### src/rtl/wb_arbiter_if.sv
// Write-back arbiter bus: ALU and memory result inputs, register-file write port and status.
interface wb_arbiter_if #(
  parameter int FIFO_DEPTH = 4
);
  localparam int CW = $clog2(FIFO_DEPTH) + 1;

  logic          alu_valid;
  logic [4:0]    alu_rd;
  logic [31:0]   alu_data;
  logic          mem_valid;
  logic          mem_ready;
  logic [4:0]    mem_rd;
  logic [31:0]   mem_data;
  logic          rf_we;
  logic [4:0]    rf_a3;
  logic [31:0]   rf_wd3;
  logic [CW-1:0] fifo_count;
  logic          idle;

  modport master (
    output alu_valid, alu_rd, alu_data, mem_valid, mem_rd, mem_data,
    input  mem_ready, rf_we, rf_a3, rf_wd3, fifo_count, idle
  );

  modport slave (
    input  alu_valid, alu_rd, alu_data, mem_valid, mem_rd, mem_data,
    output mem_ready, rf_we, rf_a3, rf_wd3, fifo_count, idle
  );
endinterface

### src/rtl/wb_arbiter.sv
// Write-back arbiter: ALU results win, load results queue in a FIFO and drain when the ALU is quiet.
// Optional macro WB_BYPASS_EN: a load result skips the empty FIFO when no ALU write competes.
module wb_arbiter #(
  parameter int FIFO_DEPTH = 4
) (
  input logic         clk,
  input logic         reset,
  wb_arbiter_if.slave bus
);
  localparam int AW = $clog2(FIFO_DEPTH);
  localparam int CW = AW + 1;

  typedef struct packed {
    logic [4:0]  rd;
    logic [31:0] data;
  } entry_t;

  entry_t        buf_q [FIFO_DEPTH];
  entry_t        buf_d [FIFO_DEPTH];
  logic [AW-1:0] rd_ptr_q, rd_ptr_d;
  logic [AW-1:0] wr_ptr_q, wr_ptr_d;
  logic [CW-1:0] count_q, count_d;
  logic          rf_we_q, rf_we_d;
  logic [4:0]    rf_a3_q, rf_a3_d;
  logic [31:0]   rf_wd3_q, rf_wd3_d;

  logic empty;
  logic full;
  logic alu_sel;
  logic mem_acc;
  logic bypass;
  logic push;
  logic pop;

  // Source selection, FIFO bookkeeping and next write-port values.
  always_comb begin
    empty   = (count_q == '0);
    full    = (count_q == CW'(FIFO_DEPTH));
    alu_sel = bus.alu_valid && (bus.alu_rd != 5'd0);
    // Readiness comes from occupancy alone, so a full buffer refuses even when its head pops.
    mem_acc = bus.mem_valid && !full && (bus.mem_rd != 5'd0);
`ifdef WB_BYPASS_EN
    bypass  = mem_acc && empty && !alu_sel;
`else
    bypass  = 1'b0;
`endif
    pop     = !alu_sel && !empty;
    push    = mem_acc && !bypass;

    buf_d    = buf_q;
    rf_we_d  = 1'b0;
    rf_a3_d  = rf_a3_q;
    rf_wd3_d = rf_wd3_q;

    if (alu_sel) begin
      rf_we_d  = 1'b1;
      rf_a3_d  = bus.alu_rd;
      rf_wd3_d = bus.alu_data;
    end else if (pop) begin
      rf_we_d  = 1'b1;
      rf_a3_d  = buf_q[rd_ptr_q].rd;
      rf_wd3_d = buf_q[rd_ptr_q].data;
    end else if (bypass) begin
      rf_we_d  = 1'b1;
      rf_a3_d  = bus.mem_rd;
      rf_wd3_d = bus.mem_data;
    end else begin
      rf_we_d  = 1'b0;
    end

    // The tail never aliases the head while a pop is possible, since a full buffer never pushes.
    if (push) begin
      buf_d[wr_ptr_q] = '{rd: bus.mem_rd, data: bus.mem_data};
      wr_ptr_d        = wr_ptr_q + AW'(1'b1);
    end else begin
      wr_ptr_d        = wr_ptr_q;
    end

    if (pop) begin
      rd_ptr_d = rd_ptr_q + AW'(1'b1);
    end else begin
      rd_ptr_d = rd_ptr_q;
    end

    case ({push, pop})
      2'b10:   count_d = count_q + CW'(1'b1);
      2'b01:   count_d = count_q - CW'(1'b1);
      default: count_d = count_q;
    endcase
  end

  // State update with synchronous reset clearing the buffer and write port.
  always_ff @(posedge clk) begin
    if (reset) begin
      for (int i = 0; i < FIFO_DEPTH; i++) begin
        buf_q[i] <= '0;
      end
      rd_ptr_q <= '0;
      wr_ptr_q <= '0;
      count_q  <= '0;
      rf_we_q  <= 1'b0;
      rf_a3_q  <= 5'd0;
      rf_wd3_q <= 32'd0;
    end else begin
      buf_q    <= buf_d;
      rd_ptr_q <= rd_ptr_d;
      wr_ptr_q <= wr_ptr_d;
      count_q  <= count_d;
      rf_we_q  <= rf_we_d;
      rf_a3_q  <= rf_a3_d;
      rf_wd3_q <= rf_wd3_d;
    end
  end

  assign bus.mem_ready  = !full;
  assign bus.rf_we      = rf_we_q;
  assign bus.rf_a3      = rf_a3_q;
  assign bus.rf_wd3     = rf_wd3_q;
  assign bus.fifo_count = count_q;
  assign bus.idle       = empty && !rf_we_q;
endmodule
### src/flat_wrapper.sv
// flat-port wrapper written by rule: the top's interface ports become plain ports
module wb_arbiter_flat 
#(
  parameter int FIFO_DEPTH = 4
)
  (clk, reset, bus_alu_valid, bus_alu_rd, bus_alu_data, bus_mem_valid, bus_mem_rd, bus_mem_data, bus_mem_ready, bus_rf_we, bus_rf_a3, bus_rf_wd3, bus_fifo_count, bus_idle);
  wb_arbiter_if #(.FIFO_DEPTH(FIFO_DEPTH)) bus_i ();
  input logic clk;
  input logic reset;
  input wire logic [$bits(bus_i.alu_valid)-1:0] bus_alu_valid;
  input wire logic [$bits(bus_i.alu_rd)-1:0] bus_alu_rd;
  input wire logic [$bits(bus_i.alu_data)-1:0] bus_alu_data;
  input wire logic [$bits(bus_i.mem_valid)-1:0] bus_mem_valid;
  input wire logic [$bits(bus_i.mem_rd)-1:0] bus_mem_rd;
  input wire logic [$bits(bus_i.mem_data)-1:0] bus_mem_data;
  output wire logic [$bits(bus_i.mem_ready)-1:0] bus_mem_ready;
  output wire logic [$bits(bus_i.rf_we)-1:0] bus_rf_we;
  output wire logic [$bits(bus_i.rf_a3)-1:0] bus_rf_a3;
  output wire logic [$bits(bus_i.rf_wd3)-1:0] bus_rf_wd3;
  output wire logic [$bits(bus_i.fifo_count)-1:0] bus_fifo_count;
  output wire logic [$bits(bus_i.idle)-1:0] bus_idle;
  assign bus_i.alu_valid = bus_alu_valid;
  assign bus_i.alu_rd = bus_alu_rd;
  assign bus_i.alu_data = bus_alu_data;
  assign bus_i.mem_valid = bus_mem_valid;
  assign bus_i.mem_rd = bus_mem_rd;
  assign bus_i.mem_data = bus_mem_data;
  assign bus_mem_ready = bus_i.mem_ready;
  assign bus_rf_we = bus_i.rf_we;
  assign bus_rf_a3 = bus_i.rf_a3;
  assign bus_rf_wd3 = bus_i.rf_wd3;
  assign bus_fifo_count = bus_i.fifo_count;
  assign bus_idle = bus_i.idle;
  wb_arbiter #(.FIFO_DEPTH(FIFO_DEPTH)) u_core (.clk(clk), .reset(reset), .bus(bus_i));
endmodule
### config.mk
export PLATFORM = sky130hd
export DESIGN_NAME = wb_arbiter_flat
export DESIGN_NICKNAME = d
export VERILOG_FILES = /design/src/rtl/wb_arbiter_if.sv /design/src/rtl/wb_arbiter.sv /design/src/flat_wrapper.sv
export SDC_FILE = /design/constraint.sdc
export NUM_CORES = 1
export LEC_CHECK = 0
export ABC_AREA = 0
export ABC_CLOCK_PERIOD_IN_PS = 6700
export BUFFER_PORTS_ARGS = -buffer_cell sky130_fd_sc_hd__clkbuf_2
export CELL_PAD_IN_SITES_DETAIL_PLACEMENT = 0
export CELL_PAD_IN_SITES_GLOBAL_PLACEMENT = 1
export CORE_MARGIN = 3
export CORE_UTILIZATION = 46
export DETAILED_ROUTE_END_ITERATION = 12
export PLACE_DENSITY_LB_ADDON = 0.1
export SETUP_SLACK_MARGIN = 0.4
export SYNTH_ARGS = -nofsm -noshare
export SYNTH_HDL_FRONTEND = slang
export SYNTH_SLANG_ARGS = --single-unit
export TNS_END_PERCENT = 30
### constraint.sdc
create_clock -name clk -period 6.7 [get_ports clk]
set_input_delay 0.335 -clock clk [delete_from_list [all_inputs] [get_ports clk]]
set_output_delay 0.335 -clock clk [all_outputs]
set_load 0.005 [all_outputs]
==> flow_metrics.env <==
export IMPL_status="finished clean"
export IMPL_die_x_um=141
export IMPL_yosys_register_bits=193
export IMPL_cp_startpoint="u_core.rd_ptr_q[0]"
export IMPL_crit_type="reg2reg"
export IMPL_syn_to_final_growth_pct=14.3
export IMPL_die_area_sq_um=19800
export IMPL_wire_per_inst_um=18.0
export IMPL_place_congestion=0.747
export IMPL_yosysTopAreaCell="dfxtp_1"
export IMPL_worstPathCellList="buf_4 > mux4_2 > mux2_2 > a22oi_1 > nor2_1"
export IMPL_wl_met1_um=10400
export IMPL_cp_arrival_ns=2.76
export IMPL_worstHoldPathType="in2reg"
export IMPL_tightest_slew_ns=1.08
export IMPL_maxSlewViolCount=0
export IMPL_hp_start="bus_mem_data[6]"
export IMPL_rr_startpoint="u_core.rd_ptr_q[0]"
export IMPL_post_cts_buffers=0
export IMPL_antenna_cells=0
export IMPL_fin_setup_tns_ns=0
export IMPL_muxShareOfSynthArea=0.105
export IMPL_fin_crit_sh=0.370
export IMPL_synth_compound_gate_area_share=0.192
export IMPL_syn_inst=943
export IMPL_h_tree_depth=4
export IMPL_placed_area_sq_um=8940
export IMPL_fin_area_sq_um=9550
export IMPL_clkLatencyLatePin_ns=0.43
export IMPL_wl_um=22600
export IMPL_cts_max_path_buffers=2
export IMPL_ys_warn_count=0
export IMPL_fin_ws_ns=4.22
export IMPL_synth_area_leaders="dfxtp_1 46%, nand2_1 15%, mux4_2 10%"
export IMPL_layout_min_cycle_time_ns=2.48
export IMPL_clkTransAtPathRegs_ns=0.07
export IMPL_rsz0062_at_grt="no"
export IMPL_postSynthAreaPerCell_sq_um=8.86
export IMPL_crit_fanout=24
export IMPL_syn_nets=1027
export IMPL_synthAdderAreaFrac=0.00989
export IMPL_num_vias=6862
export IMPL_dr_wl_met2_um=11000
export IMPL_drive_gt1_frac=0.256
export IMPL_grt_ovfl_total=0
export IMPL_maxUsedRoutingLayer="met4"
export IMPL_ys_types=32
export IMPL_cts_tree="yes"
export IMPL_leakagePower_uw=0.00338
export IMPL_slowest_delay_ns=0.73
export IMPL_fmax_ghz=0.403
export IMPL_maxCapViolations=0
export IMPL_ctsRootBufferMaster="clkbuf_16"
export IMPL_antenna_found_initial=0
export IMPL_first_global_vias=6667
export IMPL_die_h_um=141
export IMPL_initial_core_util=0.476
export IMPL_port_buffers=120
export IMPL_yosys_area_share_simple=0.175
export IMPL_grt_pass1_wl_um=36500
export IMPL_track_usage=0.232
export IMPL_clock_sinks=193
export IMPL_netlist_area_sq_um=8350
export IMPL_drc_errors=0
export IMPL_grt_max_degree=118
export IMPL_postCtsHoldBufs=0
export IMPL_fin_worst_skew_ns=0.0129
export IMPL_numCtsBuffers=17
export IMPL_wl_met3_um=1120
export IMPL_p_per_area_nw_per_um2=333
export IMPL_synth_xor_area_share=0.00315
export IMPL_setup_viol=0
export IMPL_hold_viol_final=0
export IMPL_synth_top_family_by_area="compound AO/OA/AOI/OAI gates"
export IMPL_drtIter0Drc=423
export IMPL_via_per_inst=5.46
export IMPL_io_pins=121
export IMPL_required_ns=6.98
export IMPL_startpoint_type="register"
export IMPL_maxSlewHeadroom=0.278
export IMPL_vdd_drop_max_mv=0.209
export IMPL_yosysSeqAreaShare=0.463
export IMPL_ant_nets=0
export IMPL_hpwl_um=12700
export IMPL_dp_slack_ns=3.93
export IMPL_core_sq_um=17500
export IMPL_yosysTopAreaCellShare=0.463
export IMPL_drt_pass1_iter_count=5
export IMPL_cts_resized=0
export IMPL_cp_slowest_cell="dfxtp_2"
export IMPL_fin_util=0.544
export IMPL_nets=1104
export IMPL_worstSetupEndpointType="register"
export IMPL_num_rows=48
## sequential cells by signal, summed over array words and instances (netlist names)
signal,flops
u_core.bus.rf_we,1
u_core.bus.rf_a3,5
u_core.bus.fifo_count,3
u_core.rd_ptr_q,2
u_core.buf_q,148
u_core.bus.rf_wd3,32
u_core.wr_ptr_q,2
## kinds of logic after synthesis
group / after synthesis
AO/OA/AOI/OAI: 238
XOR/XNOR: 3
adder cells (fa/ha/maj): 6
buffers and inverters: 80
flip-flops: 193
multiplexers: 41
AND/OR/NAND/NOR: 382
## synthesized netlist by cell type, drive strengths merged
library cell  number
buf               42
nor3               1
o31ai              1
o21ai              3
dfxtp            193
inv                3
a211oi            35
or3b               1
nand2            331
or3                2
ha                 5
o2111ai            4
xnor2              2
a22oi              2
or4                3
o2111a             4
nand3              1
mux2i              2
mux2               2
a21oi            187
clkbuf            35
o21a               1
o211ai             1
mux4              37
nor2              43
fa                 1
xor2               1
## critical path: cells and delay by family, from the launching register on
family | cells | cell delay [ns]
muxes | 2 | 0.84
AOI/OAI and AO/OA | 1 | 0.15
and+or+nand+nor | 1 | 0.05
DFF | 1 | 0.73
buffers and inverters | 1 | 0.55
## final timing paths
path	depth (start not counted)	slack, ns	to
min reg2reg	2	0.45	u_core.buf_q[144]
max	5	4.22	u_core.bus.rf_a3[4]
max reg2reg	5	4.22	u_core.bus.rf_a3[4]
min	3	0.16	u_core.buf_q[6]
## cell usage in the layout (no fill, tap or decap), types with 5 or more instances in the layout
master | synthesis | layout
nand2_1 | 331 | 331
dfxtp_1 | 193 | 191
a21oi_1 | 133 | 133
clkbuf_2 | 0 | 119
a21oi_2 | 54 | 54
nor2_1 | 43 | 43
mux4_2 | 37 | 37
a211oi_1 | 35 | 35
clkbuf_16 | 0 | 17
buf_4 | 5 | 15
ha_1 | 5 | 5
clkbuf_8 | 0 | 5
## where the power goes
part	internal, uW	switching, uW
sequential	1260	90.4
clock	633	427
combinational	294	480
total	2180	997
## through the flow
| stage | total power, uW | std cells | hold slack [ns] |
|---|---|---|---|
| 6_report | 3180 | 1256 | 0.165 |
| 5_1_grt | 3350 | 1256 | 0.156 |
| 4_1_cts | 3210 | 1256 | 0.149 |
| 3_5_place_dp | 2160 | 1226 | 0.446 |
| 3_3_place_gp | 2150 | 1226 | 0.439 |
| 2_1_floorplan | 1910 | 943 | 0.433 |
## metal layers
| layer | up-vias | global-route usage |
|---|---|---|
| li1 | 3351 | - |
| met1 | 3345 | 0.321 |
| met2 | 153 | 0.382 |
| met3 | 13 | 0.0461 |
| met4 | 0 | 0.0479 |
| met5 | - | 0 |
## layout make-up
class	count	area (sq um)
tap	225	282
clock inverter	5	100
inverter	3	11.3
multi-input combinational	670	4060
clock buffer	25	505
timing repair buffer	135	719
fill	1680	7990
sequential	193	3870
(Power assumes the default switching activity.)
